## config.mk

```make
export PLATFORM = sky130hd
export DESIGN_NAME = fc_layer_scheduler
export DESIGN_NICKNAME = d
export VERILOG_FILES = /design/src/rtl/fc_layer_scheduler.sv
export SDC_FILE = /design/constraint.sdc
export NUM_CORES = 1
export LEC_CHECK = 0
export ABC_AREA = 1
export CAP_MARGIN = 20
export CORE_ASPECT_RATIO = 1.75
export CORE_UTILIZATION = 30
export CTS_CLUSTER_DIAMETER = 50
export DETAILED_ROUTE_END_ITERATION = 8
export PLACE_DENSITY = 0.49
export SLEW_MARGIN = 20
export SYNTH_ARGS = -nofsm -noshare
export SYNTH_HDL_FRONTEND = slang
export SYNTH_SLANG_ARGS = --single-unit
```

## constraint.sdc

```tcl
create_clock -name clk -period 2.95 [get_ports clk]
set_input_delay 0.59 -clock clk [delete_from_list [all_inputs] [get_ports clk]]
set_output_delay 0.59 -clock clk [all_outputs]
set_load 0.05 [all_outputs]
```

## src/rtl/fc_layer_scheduler.sv

```systemverilog
// fc_layer_scheduler: runs FC1->FC2->FC3 one after another on a single shared fully_connected engine.
//   For each layer it sets up the engine (config outputs), pulses o_eng_start, then waits for i_eng_done.
//   Inputs:  clk, rst (async, active high), i_valid (start a run), i_eng_done (engine finished a layer).
//   Outputs: o_valid (run finished), o_busy, o_error (sticky watchdog timeout), o_layer (0..2),
//            o_eng_start, o_eng_n_in, o_eng_n_out, o_eng_wbase, o_eng_bbase,
//            o_eng_src, o_eng_dst, o_eng_relu (engine config), o_run_cycles (length of the last run).
module fc_layer_scheduler #(
  parameter int N_IN_FC1   = 576,
  parameter int N_OUT_FC1  = 64,
  parameter int N_OUT_FC2  = 64,
  parameter int N_OUT_FC3  = 2,
  parameter int CNT_WIDTH  = 10,
  parameter int ADDR_WIDTH = 16,
  parameter int TIMEOUT    = 65535
) (
  input  logic                  clk,
  input  logic                  rst,
  input  logic                  i_valid,
  output logic                  o_valid,
  output logic                  o_busy,
  output logic                  o_error,
  output logic [1:0]            o_layer,
  output logic                  o_eng_start,
  output logic [CNT_WIDTH-1:0]  o_eng_n_in,
  output logic [CNT_WIDTH-1:0]  o_eng_n_out,
  output logic [ADDR_WIDTH-1:0] o_eng_wbase,
  output logic [ADDR_WIDTH-1:0] o_eng_bbase,
  output logic [1:0]            o_eng_src,
  output logic [1:0]            o_eng_dst,
  output logic                  o_eng_relu,
  input  logic                  i_eng_done,
  output logic [31:0]           o_run_cycles
);
  typedef enum logic [2:0] {IDLE, LOAD, START, WAIT, DONE, ERR} state_t;
  localparam logic [ADDR_WIDTH-1:0] WB1 = ADDR_WIDTH'(N_IN_FC1 * N_OUT_FC1);
  localparam logic [ADDR_WIDTH-1:0] WB2 = ADDR_WIDTH'(N_IN_FC1 * N_OUT_FC1 + N_OUT_FC1 * N_OUT_FC2);
  localparam logic [ADDR_WIDTH-1:0] BB1 = ADDR_WIDTH'(N_OUT_FC1);
  localparam logic [ADDR_WIDTH-1:0] BB2 = ADDR_WIDTH'(N_OUT_FC1 + N_OUT_FC2);
  localparam logic [31:0] WD_LAST = 32'(TIMEOUT - 1);
  state_t state, state_n;
  logic [31:0] wd;
  logic expired;
  assign expired = TIMEOUT != 0 && wd == WD_LAST;
  assign o_busy = state != IDLE;
  assign o_eng_start = state == START;
  assign o_valid = state == DONE;
  always_comb begin
    state_n = state;
    unique case (state)
      IDLE:    state_n = i_valid ? LOAD : IDLE;
      LOAD:    state_n = START;
      START:   state_n = WAIT;
      // a done arriving on the expiry cycle takes priority over the timeout
      WAIT:    state_n = i_eng_done ? (o_layer == 2'd2 ? DONE : LOAD) : (expired ? ERR : WAIT);
      DONE:    state_n = IDLE;
      ERR:     state_n = IDLE;
      default: state_n = IDLE;
    endcase
  end
  always_ff @(posedge clk or posedge rst) begin
    if (rst) begin
      state        <= IDLE;
      wd           <= '0;
      o_error      <= 1'b0;
      o_layer      <= '0;
      o_eng_n_in   <= '0;
      o_eng_n_out  <= '0;
      o_eng_wbase  <= '0;
      o_eng_bbase  <= '0;
      o_eng_src    <= '0;
      o_eng_dst    <= '0;
      o_eng_relu   <= 1'b0;
      o_run_cycles <= '0;
    end else begin
      state <= state_n;
      unique case (state)
        IDLE: if (i_valid) begin
          o_layer      <= '0;
          o_error      <= 1'b0;
          o_run_cycles <= '0;
        end
        LOAD: begin
          o_eng_n_in  <= o_layer == 2'd0 ? CNT_WIDTH'(N_IN_FC1)  : o_layer == 2'd1 ? CNT_WIDTH'(N_OUT_FC1) : CNT_WIDTH'(N_OUT_FC2);
          o_eng_n_out <= o_layer == 2'd0 ? CNT_WIDTH'(N_OUT_FC1) : o_layer == 2'd1 ? CNT_WIDTH'(N_OUT_FC2) : CNT_WIDTH'(N_OUT_FC3);
          o_eng_wbase <= o_layer == 2'd0 ? '0 : o_layer == 2'd1 ? WB1 : WB2;
          o_eng_bbase <= o_layer == 2'd0 ? '0 : o_layer == 2'd1 ? BB1 : BB2;
          o_eng_src   <= o_layer;
          o_eng_dst   <= o_layer;
          o_eng_relu  <= o_layer != 2'd2;
        end
        START: wd <= '0;
        WAIT: begin
          if (i_eng_done && o_layer != 2'd2) o_layer <= o_layer + 2'd1;
          if (!i_eng_done) wd <= wd + 32'd1;
        end
        ERR: o_error <= 1'b1;
        default: ;
      endcase
      // run length covers LOAD through DONE and saturates instead of wrapping
      if ((state == LOAD || state == START || state == WAIT || state == DONE) && o_run_cycles != '1)
        o_run_cycles <= o_run_cycles + 32'd1;
    end
  end
endmodule

```

# [After elaboration in Yosys (flattened, before gate mapping)]
# Cells that the tools add are included.
[word_totals] register_bits=125 input_bits=4 output_inout_bits=95 word_cells=66
[classes] addsub=3 n_eq_ne=13 n_mux=22 n_reduce_logical=17
[ops] op="$mux W32" count=4
[ops] op="$add A32 B1 Y32 const B" count=2
[ops] op="$pmux W32 S2" count=1
[ops] op="$eq A32 B16 Y1 const B" count=1
[ops] op="$ne A32 B32 Y1 const B" count=1
[ops] op="$mux W16" count=1
[ops] op="$mux W8" count=2
[ops] op="$mux W14" count=1
[ops] op="$mux W7" count=2
[ops] op="$pmux W3 S4" count=1
[ops] op="$mux W10" count=1
[ops] op="$reduce_bool A2 Y1" count=5
[ops] op="$mux W3" count=3
[ops] op="$ne A2 B2 Y1 const B" count=4
[ops] op="$eq A3 B2 Y1 const B" count=2
[ops] op="$eq A3 B3 Y1 const B" count=2
[ops] op="$reduce_and A2 Y1" count=3
[ops] op="$mux W2" count=2
[ops] op="$pmux W2 S2" count=1
[ops] op="$eq A3 B1 Y1 const B" count=1
[ops] op="$logic_not A3 Y1" count=1
[ops] op="$logic_or A1 B1 Y1" count=3
[ops] op="$reduce_and A3 Y1" count=1
[ops] op="$reduce_bool A3 Y1" count=1
[ops] op="7 further kinds" count=9

# [Logic depth before layout (Yosys ltp)]
# Gate-level depths: netlist of run 1.
[depth] word_depth=7 ltp_mapped=11 mapped_depth_nobuf=10

# [Worst setup path before layout of run 1]
# OpenSTA, ideal clock, no wires.
[synth_timing] path_kind="register to register" from="register state[1]" to="register o_run_cycles[0]" setup_ns=0.144 t_arrival_ns=1.973 t_required_ns=2.806 path_slack_ns=0.833 path_stages_with_launch=11 n_path_buf=2 period_less_slack_ns=2.117 path_cell_list="dfrtp_1 > nor2_1 > inv_1 > nor2_1 > nor2_1 > inv_1 > nand2_4 > buf_6 > buf_8 > nand3_1 > o21ai_1"
[synth_via] word_cells_on_any_way=13 cone_classes="4 x eq/ne; 1 x mux; 8 x reduce/logical"
[synth_rtl] item="start, declared" line="40" source="state_t state, state_n;"
[synth_rtl] item="start signal, assigned" line="75" source="state <= state_n;"
[synth_rtl] item="$eq A3 B3 Y1 (*)"
[synth_rtl] item="named net o_valid" line="19" source="output logic o_valid,"
[synth_rtl] item="$logic_or A1 B1 Y1 (*)" line="100" source="if ((state == LOAD || state == START || state == WAIT || state == DONE) && o_run_cycles != '1)"
[synth_rtl] item="$logic_and A1 B1 Y1 (*)" line="100"
[synth_rtl] item="$reduce_bool A2 Y1 (no source line)"
[synth_rtl] item="$reduce_and A2 Y1 (no source line)"
[synth_rtl] item="end signal, assigned" line="101" source="o_run_cycles <= o_run_cycles + 32'd1;"
[synth_rtl] item="end, declared" line="32" source="output logic [31:0] o_run_cycles"
# Mark *: on every way through the listed nets, which the timed path passes. The rest lies on a longest branch.
# A chain may end at the register's enable or synchronous reset.

# [Worst setup path in the final report of run 1]
[layout_timing] from="register state[2]" to="output port o_eng_start"
[layout_via] elab_chain_cells=1
[layout_lines] item="$eq A3 B2 Y1" line="45" source="assign o_eng_start = state == START;"
[layout_lines] item="end, declared" line="23" source="output logic o_eng_start,"
# No other way between the ends.

==> reports/qor.yml, run 1 <==
clock_network:
  max-clock-path-buffers: 2
  clk_latency_ns: 0.33
  cts_root_buf: "clkbuf_16"
  ctsResizeCount: 0
  cts_inserted_buffers: 9
  post_cts_buffers: 0
  clock-sinks: 79
  clk_pin_slew_worst_paths_ns: 0.06
  htree_levels: 3
  cts_tree: "yes"
  postCtsHoldBufs: 0
sta:
  rsz0062_at_grt: "false"
  setup_viol: 0
  tightest_slew_ns: 0.983
  max_slew_margin_pct: 34.4
  fmaxAchievable_mhz: 383
  tns_ns: 0
  hold_violations: 0
  fin_crit_sh_pct: 88.4
  fin_skew_ns: 0.00713
  post-route-min-period_ns: 2.61
  drv_slew: 0
logic_synthesis:
  synth.distinct_cells: 35
  synth.area.top_cells: "dfrtp_1 38%, nand2_1 15%, nor2_1 9.6%, nand3_1 7.4%, buf_4 7.1%"
  yosys_register_bits: 79
  yosysTopAreaCell: "dfrtp_1"
  synth-async-reset-ratio_pct: 100
  synth-edff-count: 0
  ys_warn_count: 0
  syn_area_sq_mm: 0.00518
  netlist.area_leader.share_pct: 38.1
  seq_area_frac_synth_pct: 38.1
  avgSynthCellArea_sq_um: 6.86
  postSynthCellCount: 756
  synthFlopType: "dfrtp_1"
place:
  place_congestion: 0.884
  port_buffers: 55
  dp_hpwl_um: 11100
final_layout:
  layout.nets: 818
  final_util_pct: 35.9
  areaGrowthSynthToFinish_pct: 17.3
  diodes: 0
  drive_above_1_share_pct: 4.93
critical_path:
  crit_slowest_cell: "clkdlybuf4s50_1"
  worstPathCellList: "inv_2 > nand2_1 > nor2_1 > clkdlybuf4s50_1"
  cp_data_required_time_ns: 2.36
  max_stage_delay_ns: 0.85
  cp.arrival_ns: 2.02
  critical_path.max_fanout: 5
  critPathLaunchType: "flop"
  path_class: "flop to output port"
  worstSetupEndpointType: "output port"
global_route:
  grt_remaining_overflow: 0
  grt_max_degree: 49
  antenna_found_initial: 0
  grt_pass1_vias: 4395
  grt_usage_pct: 16.9
  grt_pass1_wl_um: 22700
route:
  ant_nets: 0
  dr.first_iter.drc_count: 160
  vias: 4600
  drc: 0
  post_drt_wl_per_cell_um: 13.7
  firstDrtPassIters: 4
  drt-total-wl_um: 14200
  vias_per_cell: 4.43
die:
  die_y_um: 176
  die_w_um: 101
  io_pins: 99
  core_sq_mm: 0.0169
  die_area_sq_mm: 0.0178
  initial_core_util_pct: 30.6
  rows: 63
outcome:
  status: "finished clean"
power_and_ir_drop:
  p_leak_nw: 2.85
  ir_worst_vdd_v: 0.000344
  pwr_density_cell_mw_per_mm2: 894
worst_hold_path:
  min_path_type: "flop to flop"
job:
  maxCapViolCount: 0
## final timing paths
kind	slack (ns)	startpoint	endpoint	cells past startpoint
max reg2reg	0.91	o_run_cycles[0]	o_run_cycles[13]	8
min reg2reg	0.47	o_eng_n_in[6]	o_eng_n_in[6]	1
max in group asynchronous	1.71	rst	wd[3]	3
max	0.34	state[2]	o_eng_start	4
min in group asynchronous	0.59	rst	o_run_cycles[0]	2
min	0.47	o_eng_n_in[6]	o_eng_n_in[6]	1
## area by class of cell
class	instances	area, sq um
fillers	1834	10900
multi-input cells	583	2640
flip-flops and latches	79	1980
repair buffers	60	601
well taps	227	284
inverters	75	283
clock buffers	11	253
clock inverters	4	45.0
## cell usage after synthesis (all sizes together), types with 7 or more instances
cell type  instances
nand2            217
nor2             142
dfrtp             79
nand3             79
inv               75
buf               56
o21ai             37
a21oi             19
xor2               9
nor3               7
## power breakdown
group / internal [W] / switching [W]
Clock: 0.000693 / 0.000448
Combinational: 0.000764 / 0.00181
Sequential: 0.00134 / 0.000380
## per-layer routing
metal	GRT usage, %	part of all wire [%]	vias to the layer above
li1	-	-	2390
met1	17.3	39	2114
met2	33.0	56	75
met3	2.07	1.9	21
met4	7.37	3.0	0
met5	0	0	-
## worst max-delay path: cells and delay by family, from the launching register on
kind	cells	cell delay, ns
buffers and inverters	2	0.96
DFF	1	0.42
and+or+nand+nor	2	0.31
## sequential cells by signal, indices dropped and copies added, names as in the netlist
name	count
o_eng_dst	2
o_eng_n_in	2
o_eng_n_out	1
o_eng_relu	1
o_eng_wbase	3
o_error	1
o_layer	2
o_run_cycles	32
state	3
wd	32
## cells by family after synthesis
kind of cell | after synthesis | synth area share [%]
and+or+nand+nor | 456 | 37.2
adders and majority gates | 6 | 1.45
other | 1 | 0.0723
DFF | 79 | 38.1
xor gates and xnor gates | 15 | 2.53
AOI/OAI and AO/OA | 63 | 6.61
buffers and inverters | 136 | 14.0
## per-stage QoR
stage / cell area (sq um) / hold WS (ns) / total power, W / setup WS, ns / cells
global placement: 5780 / 0.452 / 0.00435 / 0.687 / 1024
detailed placement: 5780 / 0.457 / 0.00436 / 0.631 / 1024
global route: 6080 / 0.490 / 0.00579 / 0.221 / 1039
finish: 6080 / 0.472 / 0.00544 / 0.342 / 1039
floorplan: 5340 / 0.455 / 0.00361 / 0.337 / 798
CTS: 6080 / 0.472 / 0.00553 / 0.331 / 1039
## layout by cell type (no fill, tap or decap), drive strengths merged
master           n
inv             74
xnor2            6
nand3           79
nor3             7
clkinv           4
bufinv           1
and2             2
dfrtp           79
a2bb2oi          1
nand3b           6
clkdlybuf4s50   55
conb            43
o211ai           1
buf              5
nand4            2
o31ai            1
or2              1
o21a             2
xor2             9
clkbuf          11
o21ai           37
a31oi            2
nor2           142
a21oi           19
ha               6
nand2          217
(Power assumes the default switching activity.)
==> inputs of run 2 (changes only) <==
--- a/config.mk
+++ b/config.mk
@@ -6,11 +6,13 @@
 export NUM_CORES = 1
 export LEC_CHECK = 0
 export ABC_AREA = 1
+export ABC_CLOCK_PERIOD_IN_PS = 2950
 export CAP_MARGIN = 20
 export CORE_ASPECT_RATIO = 1.75
 export CORE_UTILIZATION = 30
 export CTS_CLUSTER_DIAMETER = 50
 export DETAILED_ROUTE_END_ITERATION = 8
+export HOLD_SLACK_MARGIN = 0.1
 export PLACE_DENSITY = 0.49
 export SLEW_MARGIN = 20
 export SYNTH_ARGS = -nofsm -noshare
==> results of run 2 <==
Final layout, timing and power as in run 1 (identical DEF).
==> inputs of run 3 (changes only) <==
--- a/config.mk
+++ b/config.mk
@@ -13,7 +13,6 @@
 export CTS_CLUSTER_DIAMETER = 50
 export DETAILED_ROUTE_END_ITERATION = 8
 export HOLD_SLACK_MARGIN = 0.1
-export PLACE_DENSITY = 0.49
 export SLEW_MARGIN = 20
 export SYNTH_ARGS = -nofsm -noshare
 export SYNTH_HDL_FRONTEND = slang
==> reports/qor.yml, run 3 (synthesis results as in run 1) <==
outcome:
  status: "finished clean"
critical_path:
  rr_worst_depth: 9
  rr_startpoint: "o_run_cycles[0]"
  cp_data_required_time_ns: 2.36
  critical_path.max_fanout: 5
  crit_end: "o_eng_start"
  worstPathCellList: "inv_2 > nand2_1 > nor2_1 > clkdlybuf4s50_1"
  crit_slowest_cell: "clkdlybuf4s50_1"
  r2r_slack_ns: 0.93
  path_class: "flop to output port"
  reg2reg_to: "o_run_cycles[2]"
  cp.arrival_ns: 2.03
  cp.buffers_inverters: 2
  critPathLaunch: "state[2]"
  crit_family: "buffers and inverters"
  worstSetupEndpointType: "output port"
  critPathLaunchType: "flop"
  path_depth: 4
  max_stage_delay_ns: 0.85
sta:
  tightest_slew_ns: 0.939
  fin_crit_sh_pct: 88.8
  fin_skew_ns: 0.00667
  tns_ns: 0
  rsz0062_at_grt: "false"
  hold_ws_ns: 0.485
  drv_slew: 0
  post-route-min-period_ns: 2.62
  hold_violations: 0
  fmaxAchievable_mhz: 382
  setup_viol: 0
  max_slew_margin_pct: 37.4
die:
  die_w_um: 101
  die_y_um: 176
  core_sq_mm: 0.0169
  rows: 63
  io_pins: 99
  initial_core_util_pct: 30.6
  die_area_sq_mm: 0.0178
global_route:
  grt_max_degree: 52
  grt_pass1_wl_um: 22100
  grt_pass1_vias: 4367
  grt_usage_pct: 16.1
  grt_remaining_overflow: 0
  antenna_found_initial: 0
power_and_ir_drop:
  switchingPower_w: 0.00265
  ir_worst_vdd_v: 0.000312
  share_comb_of_total_power_pct: 47.8
  seq_power_share_pct: 32.0
  pwr_density_cell_mw_per_mm2: 885
  p_sw_share_pct: 49.4
  intPower_w: 0.00271
  clkPwrFrac_pct: 20.3
  p_leak_nw: 2.82
final_layout:
  diodes: 0
  areaGrowthSynthToFinish_pct: 16.6
  layout.nets: 815
  final_cell_mix: "214 x nand2_1, 133 x nor2_1, 79 x dfrtp_1"
  layout_commonest_cell: "nand2_1"
  drive_above_1_share_pct: 4.57
  reg.largest.list: "o_run_cycles: 32 flops, wd: 32 flops"
clock_network:
  cts_root_buf: "clkbuf_16"
  clk_pin_slew_worst_paths_ns: 0.06
  postCtsHoldBufs: 0
  ctsResizeCount: 0
  max-clock-path-buffers: 2
  post_cts_buffers: 0
  cts_inserted_buffers: 9
  clk_latency_ns: 0.34
  cts_tree: "yes"
  clock-sinks: 79
  htree_levels: 3
route:
  dr.first_iter.drc_count: 172
  vias_per_cell: 4.45
  firstDrtPassIters: 4
  ant_nets: 0
  post_drt_wl_per_cell_um: 12.9
  drc: 0
  vias: 4613
  drt-total-wl_um: 13400
place:
  place_congestion: 0.849
  dp_hpwl_um: 10100
  port_buffers: 55
job:
  maxCapViolCount: 0
worst_hold_path:
  min_path_type: "flop to flop"
run 3: cell types whose count changed in the layout (fill, tap and decap cells not counted), sizes merged:
cell and change:
clkinv -2, inv +1, buf -3, clkbuf +1
clkinvlp +2, bufinv -1
run 3: worst reg2reg max path, stage by stage, from the launching register on:
cell	delay, ns
dfrtp_1	0.43
ha_1	0.21
nand2_1	0.10
nor2_4	0.20
nand2_4	0.11
nor2_8	0.19
nand2_4	0.07
nand2_4	0.37
nand3_1	0.19
o21ai_2	0.08
run 3: worst min-delay path by stage:
stage / startpoint / endpoint / slack, ns / depth (start not counted)
after detailed placement: o_eng_n_in[6] / o_eng_n_in[6] / 0.47 / 1
final: o_error / o_error / 0.49 / 2
after floorplan: wd[6] / wd[6] / 0.45 / 1
after global placement: o_eng_n_in[6] / o_eng_n_in[6] / 0.46 / 1
after global routing: wd[13] / wd[13] / 0.50 / 1
after CTS: o_eng_wbase[15] / o_eng_wbase[15] / 0.49 / 2
run 3: power groups by stage:
stage	Combinational, W	Clock [W]	Sequential [W]
5_1_grt	0.00280	0.00116	0.00176
2_1_floorplan	0.00122	0	0.00239
3_3_place_gp	0.00256	0	0.00173
6_report	0.00256	0.00108	0.00171
3_5_place_dp	0.00258	0	0.00173
4_1_cts	0.00259	0.00113	0.00172
run 3: final cells by class:
type                       instances  area, sq um
fill                            1811        10900
multi-input combinational        583         2640
sequential                        79         1980
timing repair buffer              57          578
tap                              227          284
inverter                          75          283
clock buffer                      12          256
clock inverter                     4         28.8
run 3: layer usage:
layer  global-route usage (%)  up-vias  wire length, um
met5                        0        -                0
met2                     30.5       89             7410
li1                         -     2387                -
met1                     16.8     2108             5160
met4                     7.55        0              467
met3                     2.59       29              340
run 3: stage by stage:
step | instances | total power (W) | worst slack [ns] | area, sq um | utilization [%]
after floorplan | 798 | 0.00361 | 0.337 | 5340 | -
after global routing | 1037 | 0.00571 | 0.207 | 6050 | 35.7
after CTS | 1037 | 0.00543 | 0.294 | 6050 | 35.7
after detailed placement | 1021 | 0.00432 | 0.614 | 5760 | 34.0
final | 1037 | 0.00535 | 0.330 | 6050 | 35.7
after global placement | 1021 | 0.00429 | 0.649 | 5760 | 34.0
